`config.mk`:
```
export PLATFORM = sky130hd
export DESIGN_NAME = multi_cycle_control
export DESIGN_NICKNAME = d
export VERILOG_FILES = /design/src/rtl/multi_cycle_control.sv
export SDC_FILE = /design/constraint.sdc
export NUM_CORES = 1
export LEC_CHECK = 0
export CAP_MARGIN = 0
export CORE_MARGIN = 8
export CORE_UTILIZATION = 51
export CTS_CLUSTER_DIAMETER = 80
export DETAILED_ROUTE_END_ITERATION = 16
export PLACE_DENSITY = 0.78
export SLEW_MARGIN = 20
export SYNTH_ARGS = -nofsm -noshare
export SYNTH_HDL_FRONTEND = slang
export SYNTH_SLANG_ARGS = --single-unit
```
`constraint.sdc`:
```
create_clock -name clk -period 2.5 [get_ports clk]
set_input_delay 0.75 -clock clk [delete_from_list [all_inputs] [get_ports clk]]
set_output_delay 0.75 -clock clk [all_outputs]
set_load 0.005 [all_outputs]
```
`src/rtl/multi_cycle_control.sv`:
```
// Multi-cycle MIPS control unit.
// A Moore FSM that steps the shared-ALU / unified-memory datapath through one
// micro-step per clock. The three memory-access states (FETCH, MEM_READ,
// MEM_WRITE) are held for MEM_LATENCY+1 cycles by a wait counter. All control
// outputs are registered: they are decoded from the next state and next count,
// so each output is valid for the whole cycle spent in a state. The four write
// enables are additionally gated by reset so that an aborted instruction
// cannot write anything while reset is held.
module multi_cycle_control #(
    parameter int MEM_LATENCY = 0,
    parameter int CNT_W       = 4
) (
    input  logic        clk,
    input  logic        reset,
    input  logic [5:0]  opCode,
    output logic        pcWrite,
    output logic        branchEq,
    output logic        branchNe,
    output logic        iorD,
    output logic        memRead,
    output logic        memWrite,
    output logic        irWrite,
    output logic        memtoReg,
    output logic        regDst,
    output logic        regWrite,
    output logic        aluSrcA,
    output logic [1:0]  aluSrcB,
    output logic [1:0]  aluOp,
    output logic [1:0]  pcSource,
    output logic        halted,
    output logic [31:0] retired
);

    typedef enum logic [3:0] {
        S_FETCH     = 4'd0,
        S_DECODE    = 4'd1,
        S_MEM_ADDR  = 4'd2,
        S_MEM_READ  = 4'd3,
        S_MEM_WB    = 4'd4,
        S_MEM_WRITE = 4'd5,
        S_EXECUTE   = 4'd6,
        S_R_WB      = 4'd7,
        S_BRANCH    = 4'd8,
        S_JUMP      = 4'd9,
        S_ADDI_EX   = 4'd10,
        S_ADDI_WB   = 4'd11,
        S_HALT      = 4'd12
    } state_t;

    localparam logic [5:0] OP_R    = 6'b000000;
    localparam logic [5:0] OP_LW   = 6'b100011;
    localparam logic [5:0] OP_SW   = 6'b101011;
    localparam logic [5:0] OP_BEQ  = 6'b000100;
    localparam logic [5:0] OP_BNE  = 6'b000101;
    localparam logic [5:0] OP_ADDI = 6'b001000;
    localparam logic [5:0] OP_J    = 6'b000010;

    // Count value reached in the final cycle of a memory-access state.
    localparam logic [CNT_W-1:0] LAST_CNT = CNT_W'(MEM_LATENCY);

    // One bundle for every control output so they can be decoded and
    // registered together.
    typedef struct packed {
        logic       pc_write;
        logic       branch_eq;
        logic       branch_ne;
        logic       ior_d;
        logic       mem_read;
        logic       mem_write;
        logic       ir_write;
        logic       memto_reg;
        logic       reg_dst;
        logic       reg_write;
        logic       alu_src_a;
        logic [1:0] alu_src_b;
        logic [1:0] alu_op;
        logic [1:0] pc_source;
        logic       halted;
    } ctrl_t;

    state_t           r_state;
    logic [CNT_W-1:0] r_cnt;
    logic [31:0]      r_retired;
    ctrl_t            r_ctrl;

    state_t           w_state_next;
    logic [CNT_W-1:0] w_cnt_next;
    logic             w_retire;
    logic             w_mem_state;
    logic             w_last;

    // Moore output decode for a given state / wait count. opCode only matters
    // in BRANCH, where the IR already holds the branch instruction.
    function automatic ctrl_t decode(input state_t s, input logic [CNT_W-1:0] c,
                                     input logic [5:0] op);
        ctrl_t d;
        d = '0;
        case (s)
            S_FETCH: begin
                d.mem_read  = 1'b1;
                d.alu_src_b = 2'b01;
                // PC+4 and IR load only once the instruction word is valid.
                if (c == LAST_CNT) begin
                    d.pc_write = 1'b1;
                    d.ir_write = 1'b1;
                end
            end
            S_DECODE: begin
                d.alu_src_b = 2'b11;
            end
            S_MEM_ADDR: begin
                d.alu_src_a = 1'b1;
                d.alu_src_b = 2'b10;
            end
            S_MEM_READ: begin
                d.mem_read = 1'b1;
                d.ior_d    = 1'b1;
            end
            S_MEM_WB: begin
                d.reg_write = 1'b1;
                d.memto_reg = 1'b1;
            end
            S_MEM_WRITE: begin
                d.ior_d = 1'b1;
                // A single strobe per store, in the last wait cycle.
                if (c == LAST_CNT) begin
                    d.mem_write = 1'b1;
                end
            end
            S_EXECUTE: begin
                d.alu_src_a = 1'b1;
                d.alu_op    = 2'b10;
            end
            S_R_WB: begin
                d.reg_write = 1'b1;
                d.reg_dst   = 1'b1;
            end
            S_BRANCH: begin
                d.alu_src_a = 1'b1;
                d.alu_op    = 2'b01;
                d.pc_source = 2'b01;
                d.branch_eq = (op == OP_BEQ);
                d.branch_ne = (op == OP_BNE);
            end
            S_JUMP: begin
                d.pc_write  = 1'b1;
                d.pc_source = 2'b10;
            end
            S_ADDI_EX: begin
                d.alu_src_a = 1'b1;
                d.alu_src_b = 2'b10;
            end
            S_ADDI_WB: begin
                d.reg_write = 1'b1;
            end
            S_HALT: begin
                d.halted = 1'b1;
            end
            default: begin
                d = '0;
            end
        endcase
        return d;
    endfunction

    // Next-state, wait-counter and retire-event logic.
    always_comb begin
        w_state_next = r_state;
        w_retire     = 1'b0;
        w_mem_state  = (r_state == S_FETCH) || (r_state == S_MEM_READ) ||
                       (r_state == S_MEM_WRITE);
        w_last       = (r_cnt == LAST_CNT);
        // Counter runs only while waiting in a memory state; any state
        // change (or any other state) leaves it at zero for the next entry.
        w_cnt_next   = (w_mem_state && !w_last) ? r_cnt + 1'b1 : '0;

        case (r_state)
            S_FETCH: begin
                if (w_last) begin
                    w_state_next = S_DECODE;
                end
            end
            S_DECODE: begin
                case (opCode)
                    OP_LW, OP_SW:   w_state_next = S_MEM_ADDR;
                    OP_R:           w_state_next = S_EXECUTE;
                    OP_BEQ, OP_BNE: w_state_next = S_BRANCH;
                    OP_J:           w_state_next = S_JUMP;
                    OP_ADDI:        w_state_next = S_ADDI_EX;
                    default:        w_state_next = S_HALT;
                endcase
            end
            S_MEM_ADDR: begin
                w_state_next = (opCode == OP_SW) ? S_MEM_WRITE : S_MEM_READ;
            end
            S_MEM_READ: begin
                if (w_last) begin
                    w_state_next = S_MEM_WB;
                end
            end
            S_MEM_WRITE: begin
                if (w_last) begin
                    w_state_next = S_FETCH;
                    w_retire     = 1'b1;
                end
            end
            S_EXECUTE: begin
                w_state_next = S_R_WB;
            end
            S_ADDI_EX: begin
                w_state_next = S_ADDI_WB;
            end
            S_MEM_WB, S_R_WB, S_BRANCH, S_JUMP, S_ADDI_WB: begin
                w_state_next = S_FETCH;
                w_retire     = 1'b1;
            end
            S_HALT: begin
                w_state_next = S_HALT;
            end
            default: begin
                w_state_next = S_FETCH;
            end
        endcase
    end

    // State, counter, retired count and registered control outputs.
    always_ff @(posedge clk) begin
        if (reset) begin
            r_state   <= S_FETCH;
            r_cnt     <= '0;
            r_retired <= '0;
            r_ctrl    <= decode(S_FETCH, '0, opCode);
        end else begin
            r_state <= w_state_next;
            r_cnt   <= w_cnt_next;
            if (w_retire) begin
                r_retired <= r_retired + 32'd1;
            end
            r_ctrl  <= decode(w_state_next, w_cnt_next, opCode);
        end
    end

    // Write enables are masked by reset so a mid-instruction reset never
    // commits a PC, IR, memory or register-file write.
    assign pcWrite  = r_ctrl.pc_write  & ~reset;
    assign irWrite  = r_ctrl.ir_write  & ~reset;
    assign memWrite = r_ctrl.mem_write & ~reset;
    assign regWrite = r_ctrl.reg_write & ~reset;

    assign branchEq = r_ctrl.branch_eq;
    assign branchNe = r_ctrl.branch_ne;
    assign iorD     = r_ctrl.ior_d;
    assign memRead  = r_ctrl.mem_read;
    assign memtoReg = r_ctrl.memto_reg;
    assign regDst   = r_ctrl.reg_dst;
    assign aluSrcA  = r_ctrl.alu_src_a;
    assign aluSrcB  = r_ctrl.alu_src_b;
    assign aluOp    = r_ctrl.alu_op;
    assign pcSource = r_ctrl.pc_source;
    assign halted   = r_ctrl.halted;
    assign retired  = r_retired;

endmodule

```
==> After elaboration in Yosys (flattened, before gate mapping) <==
Index checks and enable logic that the tools add are counted.
{ "word_totals": {"reg_bits": 58, "out_inout_bits": 50} }
{ "op_classes": {"n_addsub": 2, "n_reduce_logical": 19, "bitwise_logic": 7, "mux": 22, "n_eq_ne": 30} }
{ "op_table": {"columns": ["op", "count"], "rows": [
  ["4-bit equality test (second input constant)", 10],
  ["32-bit by 1-bit adder with 32-bit output (second input constant)", 1],
  ["4-bit by 3-bit equality test with 1-bit output (second input constant)", 8],
  ["4-bit case mux with 8 select lines", 1],
  ["4-bit case mux with 5 select lines", 1],
  ["4-bit by 2-bit equality test with 1-bit output (second input constant)", 4],
  ["4-bit logical NOT", 4],
  ["4-bit 2-to-1 mux", 4],
  ["2-bit OR reduction", 7],
  ["6-bit by 3-bit equality test with 1-bit output (second input constant)", 2],
  ["6-bit equality test (second input constant)", 2],
  ["1-bit 2-to-1 mux", 10],
  ["4-bit by 1-bit equality test with 1-bit output (second input constant)", 2],
  ["2-bit case mux with 2 select lines", 2],
  ["6-bit by 2-bit equality test with 1-bit output (second input constant)", 1],
  ["6-bit by 4-bit equality test with 1-bit output (second input constant)", 1],
  ["6-bit logical NOT", 1],
  ["2-bit case mux with 3 select lines", 1],
  ["5-bit OR reduction", 1],
  ["4-bit by 1-bit adder with 4-bit output (second input constant)", 1],
  ["1-bit bitwise AND", 4],
  ["1-bit case mux with 2 select lines", 2],
  ["4-bit OR reduction", 1],
  ["3-bit 2-to-1 mux", 1],
  ["other kinds (5)", 8]
]} }

==> Depth between registers and ports, before layout <==
Gate-level depths: netlist (run 1).
{ "logic_depth": {"ltp_word": 8, "depth_mapped": 9, "ltp_nobuf": 8} }

==> Worst setup path after synthesis (run 1) <==
OpenSTA, ideal clock, no wires.
{ "synth_timing": {"path_kind": "input port to flip-flop", "start": "input opCode[2]", "end": "register r_ctrl, in the netlist aluSrcB[1]", "t_arrival_ps": 2189, "path_buffers": 0, "path_slack_ps": 224, "cell_stages": 6, "setup_ps": 87, "cell_sequence": "or4b_1 -> o211ai_2 -> nand3_2 -> a211oi_2 -> o21ai_1 -> a211oi_1"} }
{ "synth_between": {"elab_chain_len": 7} }
{ "synth_rtl": {"columns": ["element", "line", "rtl"], "rows": [
  ["from (decl)", "15", "input logic [5:0] opCode,"],
  ["6-bit by 3-bit equality test with 1-bit output, or another cell as far along", "184", "case (opCode)"],
  ["2-bit OR reduction", "184", null],
  ["4-bit case mux with 5 select lines", "184", null],
  ["4-bit case mux with 8 select lines *", "177", "case (r_state)"],
  ["4-bit equality test / 4-bit by 2-bit equality test with 1-bit output (equally long branches)", "98", "case (s)"],
  ["2-bit OR reduction (no source line)", null, null],
  ["2-bit case mux with 3 select lines *", "98", null],
  ["to (signal assigned)", "232", "r_ctrl <= decode(S_FETCH, '0, opCode);"],
  ["to (signal assigned)", "239", "r_ctrl <= decode(w_state_next, w_cnt_next, opCode);"],
  ["to (decl)", "84", "ctrl_t r_ctrl;"]
]} }
Every way passes the cells marked *; elsewhere a longest branch is shown, timed or not.
A chain may end at the register's enable or synchronous reset.

==> Worst setup path in the final report (run 1) <==
{ "layout_timing": {"start": "input opCode[0]", "end": "register r_ctrl[11] (netlist name)"} }
{ "layout_between": {"elab_chain_len": 6} }
{ "layout_rtl": {"columns": ["element", "line"], "rows": [
  ["6-bit by 3-bit equality test with 1-bit output, or another cell as far along", "184"],
  ["2-bit OR reduction", "184"],
  ["4-bit case mux with 5 select lines", "184"],
  ["4-bit case mux with 8 select lines *", "177"],
  ["4-bit logical NOT *", "98"],
  ["1-bit 2-to-1 mux *", "98"]
]} }
Marks and branches as above.

==> metrics.txt, run 1 <==
status=finished, final reports clean; initial antenna violation count=0; die width=89.2 microns; clk buf depth=2; fin. max-slew vios=0; setup skew after layout=~9.6 ps; post-DR wirelength/cell=around 15 microns; ys async rst share=0%; fraction of the cycle the final worst path needs=99.7%; Die Footprint=7950 sq um; Global Route Usage Sum=18.2%; PortBufs=between 50 and 60; synth unique cells=57; final layout net count=roughly 390; Seq/Total Area, Yosys=41.8%; n_diodes=0; Synth Instances=305; Worst Hold Class=reg2reg; I/O pin cnt=between 50 and 60; max-cap violations=0; Synth area leader=dfxtp_1; non-filler cells, final=455; placed cells=437; crit path launch type=input pin; number of global-route vias before repair=2444; CTS Hold Bufs=0; Syn-to-layout area delta=38.4%; number of enable flip-flop cells after synthesis=0; register area=1140 sq um; # fillers=395; most frequent cells in the layout=dfxtp_1, clkdlybuf4s50_1, nor2_1, buf_4, xor2_1; power density cells=approximately 610 nW/um^2; die height=~90 microns; iteration-0 DRC count of the detailed router=between 150 and 200; Worst-Margin Slew=512 ps; synth warn=0; Required @ worst endpoint=2780 ps; Pwr Total=2.32 mW; Synth Register Bits=57; slew margin rel.=65.9%; Final HPWL DP=4910 microns; post-route DRC violation count=0; worst setup margin=roughly 7.6 ps; crit path max fanout=6; final core utilization=73.5%; dpl ws=-439 ps; crit path capture type=flop; Mapped Area=about 2700 sq um; CTS root buf=clkbuf_8; WHS=480 ps; Congestion Overflow GR=0; Site Rows=26; TritonCTS clock tree=built; vias per cell=5.53; main area contributors after synthesis=dfxtp_1, xor2_1, nor2_1; via count=2516; layout cell share with drive strength beyond 1=15.8%; core area=5140 sq um; synthesized area per cell=8.95 sq um; Clk Latency, worst-skew pair=between 300 and 400 ps; drt pass-1 iters=4; post-synth top area share=a little over two fifths; CTS Buf Count=9; Placed Instance Area=approximately 3500 sq um; final hold vios=0; Data arrival, critical path=2780 ps; ANT nets after route=0; final setup violation count=0; synthesized net count=316; critical path type=in2reg; H-tree depth=3; Design Area, Final=roughly 3800 sq um; most common cell after layout, fill and taps aside=dfxtp_1; min cycle time layout=~2500 ps; multi-input logic area=1530 sq um; Clock Pin Slew Worst Setup and Hold Paths=about 60 ps; placer congestion estimate=0.951; Detailed Route WL=7000 microns; clock sinks=57; first-pass GRT wire length=11300 microns; Peak VDD IR=0.000429 V; Initial Util=53.1%; largest net degree at the start of global routing=48; Pleak=roughly 1.4 nW; setup TNS=0 ps; FMAX=roughly 400 MHz; Most used DFF post-synth=dfxtp_1
layer usage:
layer / GRT usage [%] / up-vias / wire length (microns) / part of all wire (%)
met5: 0 / - / 0 / 0
li1: - / 1231 / - / -
met2: 30.1 / 63 / 3340 / 48
met1: 21.6 / 1212 / 3150 / 45
met4: 6.19 / 0 / 102 / 1.5
met3: 5.97 / 10 / 403 / 5.8
path summary, 6_finish.rpt:
kind	startpoint	to	slack, ps	cells past startpoint
hold reg to reg	r_cnt[0]$_SDFF_PP0_	r_cnt[0]$_SDFF_PP0_	480	1
setup / recovery	opCode[0]	r_ctrl[11]$_SDFF_PP1_	8	9
hold / removal	r_cnt[0]$_SDFF_PP0_	r_cnt[0]$_SDFF_PP0_	480	1
setup reg to reg	r_cnt[0]$_SDFF_PP0_	retired[9]$_SDFFE_PP0P_	230	9
synthesized netlist by cell type (all sizes together), types with 4 or more instances:
master and number:
and2 5, and4 5, nor4 6, nand2b 4
inv 8, nor2 44, or3 6, xor2 21
nor3 5, nor2b 9, a21oi 8, and3 10
xnor2 9, clkbuf 5, buf 12, dfxtp 57
nand2 9, o21ai 11, nand4 10, nand3 21
power by group:
part	leakage [nW]	switching (mW)	internal [mW]
Combinational	0.858	0.181	0.195
Clock	0.113	0.371	0.586
Sequential	0.462	0.0371	0.950
Total	1.43	0.588	1.73
area by class of cell:
cell class | instances | area share [%]
timing repair buffer | 81 | 20.4
multi-input combinational | 223 | 40.5
clock buffer | 11 | 3.74
sequential | 57 | 30.2
tap | 70 | 2.32
clock inverter | 5 | 2.09
inverter | 8 | 0.795
sequential cells by signal, indices dropped and copies added (netlist names), 2 cells and up:
name / flops
aluOp: 2
aluSrcB: 2
r_cnt: 4
r_ctrl: 4
r_state: 4
retired: 32
critical path, cell delays in order:
cell and delay, ps:
clkdlybuf4s50_1 490, nor3_1 330, a21oi_1 140, a311oi_2 330
buf_4 170, o311a_4 190, buf_4 130, nand4b_1 140
nand2b_1 110
repair_timing:
action                                  CTS  global route
gates resized for setup                   2            15
endpoints found under the hold margin     0             0
endpoints found under the setup margin    6            19
pin swaps                                 0             4
cloned                                    0             0
setup buffers                             0             2
cells by family after synthesis:
| kind of cell | synth area share [%] |
|---|---|
| AND/OR/NAND/NOR | 31.9 |
| flip-flops | 41.8 |
| AO/OA/AOI/OAI | 10.4 |
| XOR/XNOR | 9.62 |
| buffers and inverters | 4.54 |
| adder cells (fa/ha/maj) | 1.38 |
| multiplexers | 0.367 |
Power figures use the tool's default switching activity.
==> run 2, diff against run 1 <==
Settings changed: SETUP_SLACK_MARGIN set to 0.15.
==> run 2 against run 1 <==
Flip-flop and latch count did not move. Maximum frequency rose by 9.1%. Critical path depth shrank 2. Setup slack better by 210 ps. Non-clock buffer count increased by 1. Highest routed layer unchanged.
==> metrics.txt, run 2 (synthesis gave the netlist of run 1 again) <==
iteration-0 DRC count of the detailed router=175 (+14%); CTS root buf=clkbuf_8; Clock Pin Slew Worst Setup and Hold Paths=70 ps (about the same); dpl ws=-439 ps (unchanged); initial antenna violation count=0 (unchanged); Worst-Margin Slew=564 ps (+52.7 ps); CP Launch Point=opCode[2]; Syn-to-layout area delta=39.0%; placed cells=437 (unchanged); Worst Hold Class=reg2reg; Hold Path Depth=1 (unchanged); crit path launch type=input pin; first-pass GRT wire length=11500 microns (+1.2%); Pleak=1.43 nW (-0.26%); critical register-to-register path startpoint=r_cnt[0]$_SDFF_PP0_; non-filler cells, final=456 (+0.22%); crit path capture type=flop; vias per cell=5.47 (-1.1%); final layout net count=392 (+0.26%); min cycle time layout=2290 ps (-207 ps); number of global-route vias before repair=2477 (+1.4%); clock sinks=57 (unchanged); CTS Hold Bufs=0 (unchanged); placer congestion estimate=0.951 (unchanged); Final HPWL DP=4910 microns (unchanged); core area=5140 sq um (unchanged); status=finished, final reports clean; Initial Util=53.1% (unchanged); Post-Route M1 WL=3080 microns (-2.3%); fin. max-slew vios=0 (unchanged); most common cell after layout, fill and taps aside=dfxtp_1; ANT nets after route=0 (unchanged); max-cap violations=0 (unchanged); Placed Instance Area=3460 sq um (unchanged); die height=89.2 microns (unchanged); n_diodes=0 (unchanged); Max stage delay cell, worst path=or4b_1; crit path max fanout=4 (-2); reg-to-reg endpoint=retired[20]$_SDFFE_PP0P_; Clk Latency, worst-skew pair=340 ps (about the same); most frequent cells in the layout=dfxtp_1, clkdlybuf4s50_1, nor2_1, buf_4, xor2_1; Detailed Route WL=7060 microns (+0.86%); Worst path max stage delay=530 ps (+40 ps); H-tree depth=3 (unchanged); setup skew after layout=9.28 ps (-0.291 ps); final hold vios=0 (unchanged); TritonCTS clock tree=built; max reg flops=32 (unchanged); RSZ-0062 raised after global routing=yes; worst setup margin=215 ps (+207 ps); I/O pin cnt=58 (unchanged); Design Area, Final=3800 sq um (+0.46%); Required @ worst endpoint=2730 ps (-50 ps); fraction of the cycle the final worst path needs=91.4% (-8.3 points); CP cell instances=dlygate4sd2_1 > or4b_1 > o22ai_1 > nand3b_1 > o311ai_4 > nand3b_1 > nor4_1; setup TNS=0 ps (unchanged); worst min-delay path startpoint=r_cnt[0]$_SDFF_PP0_; final core utilization=73.9% (+0.34 points); power density cells=610 nW/um^2 (-0.66%); Global Route Usage Sum=18.4% (+0.23 points); PortBufs=57 (unchanged); Crit path max-delay family=simple AND/OR/NAND/NOR gates; via count=2495 (-0.83%); Worst Hold End=r_cnt[0]$_SDFF_PP0_; Worst R2R Setup Slack=280 ps (+50 ps); Congestion Overflow GR=0 (unchanged); Worst Reg-to-Reg Cells=8 (-1); Die Footprint=7950 sq um (unchanged); clk buf depth=2 (unchanged); Data arrival, critical path=2520 ps (-260 ps); layout cell share with drive strength beyond 1=17.4% (+1.5 points); metal2 WL=3410 microns (+2.2%); Peak VDD IR=0.000431 V (+0.63%); die width=89.2 microns (unchanged); CTS Buf Count=9 (unchanged); post-route DRC violation count=0 (unchanged); critical path type=in2reg; Site Rows=26 (unchanged); met3 routed WL=492 microns (+22%); CP Buf/Inv Count=1 (-2); final setup violation count=0 (unchanged); Crit path top cell by count=nand3b_1; FMAX=438 MHz (+9.1%); slew margin rel.=62.3% (-3.5 points); Top Metal Used=met4; drt pass-1 iters=4 (unchanged); largest net degree at the start of global routing=48 (unchanged); post-DR wirelength/cell=15.5 microns (+0.64%)
## run 2: cell types whose count changed in the layout (fill, tap and decap cells not counted), moves of 2 or more
cell,previous run,this run
buf_4,23,25
dlygate4sd2_1,0,6
dlymetal6s2s_1,5,3
o311ai_2,2,0
o311ai_4,0,2
clkdlybuf4s50_1,51,47
## run 2: what timing repair did
action                     CTS  global route
setup endpoints to repair   20            19
pin swaps                    4             3
setup buffers                1             2
cloned                       0             0
resized for setup           15            13
## run 2: layout make-up
| cell class | instances | area [sq um] |
|---|---|---|
| clock buffers | 11 | 141 |
| clock inverters | 5 | 78.8 |
| fillers | 390 | 1340 |
| well taps | 70 | 87.6 |
| inverters | 8 | 30.0 |
| flip-flops and latches | 57 | 1140 |
| repair buffers | 82 | 753 |
| multi-input cells | 223 | 1560 |
## run 2: stage by stage
| step | hold WS [ps] | power [mW] |
|---|---|---|
| 6_report | 480 | 2.31 |
| 5_1_grt | 507 | 2.40 |
| 4_1_cts | 490 | 2.30 |
| 3_5_place_dp | 475 | 1.34 |
| 3_3_place_gp | 460 | 1.32 |
| 2_1_floorplan | 442 | 1.19 |
## run 2: worst register-to-register path: cells and delay by family, from the launching register on
kind / cells / cell delay (ps)
AOI/OAI and AO/OA: 1 / 240
xor gates and xnor gates: 1 / 180
adders and majority gates: 1 / 170
buffers and inverters: 1 / 70
DFF: 1 / 350
and+or+nand+nor: 4 / 1090
## run 2: routing by layer
| layer | up-vias | track usage [%] |
|---|---|---|
| li1 | 1233 | - |
| met1 | 1186 | 21.7 |
| met2 | 68 | 31.2 |
| met3 | 8 | 5.70 |
| met4 | 0 | 5.74 |
| met5 | - | 0 |
## run 2: worst max path at each step
| stage | endpoint | slack, ps | cells after the start |
|---|---|---|---|
| 5_1_grt | branchEq$_SDFF_PP0_ | 90 | 9 |
| 3_3_place_gp | branchEq$_SDFF_PP0_ | -320 | 7 |
| 6_report | r_ctrl[12]$_SDFF_PP0_ | 210 | 7 |
| 2_1_floorplan | aluSrcB[1]$_SDFF_PP0_ | 220 | 6 |
| 3_5_place_dp | branchEq$_SDFF_PP0_ | -440 | 7 |
| 4_1_cts | branchEq$_SDFF_PP0_ | 130 | 7 |
## run 2: power by group
part	internal [mW]	total, mW	leakage (nW)	switching (mW)
logic	0.184	0.367	0.854	0.182
registers	0.950	0.989	0.462	0.0396
clock network	0.587	0.959	0.113	0.373
total	1.72	2.31	1.43	0.594
==> run 3, diff against run 2 <==
Settings changed: CAP_MARGIN 0 to unset.
==> results of run 3 <==
No change in the layout: final DEF, timing and power equal those of run 2.
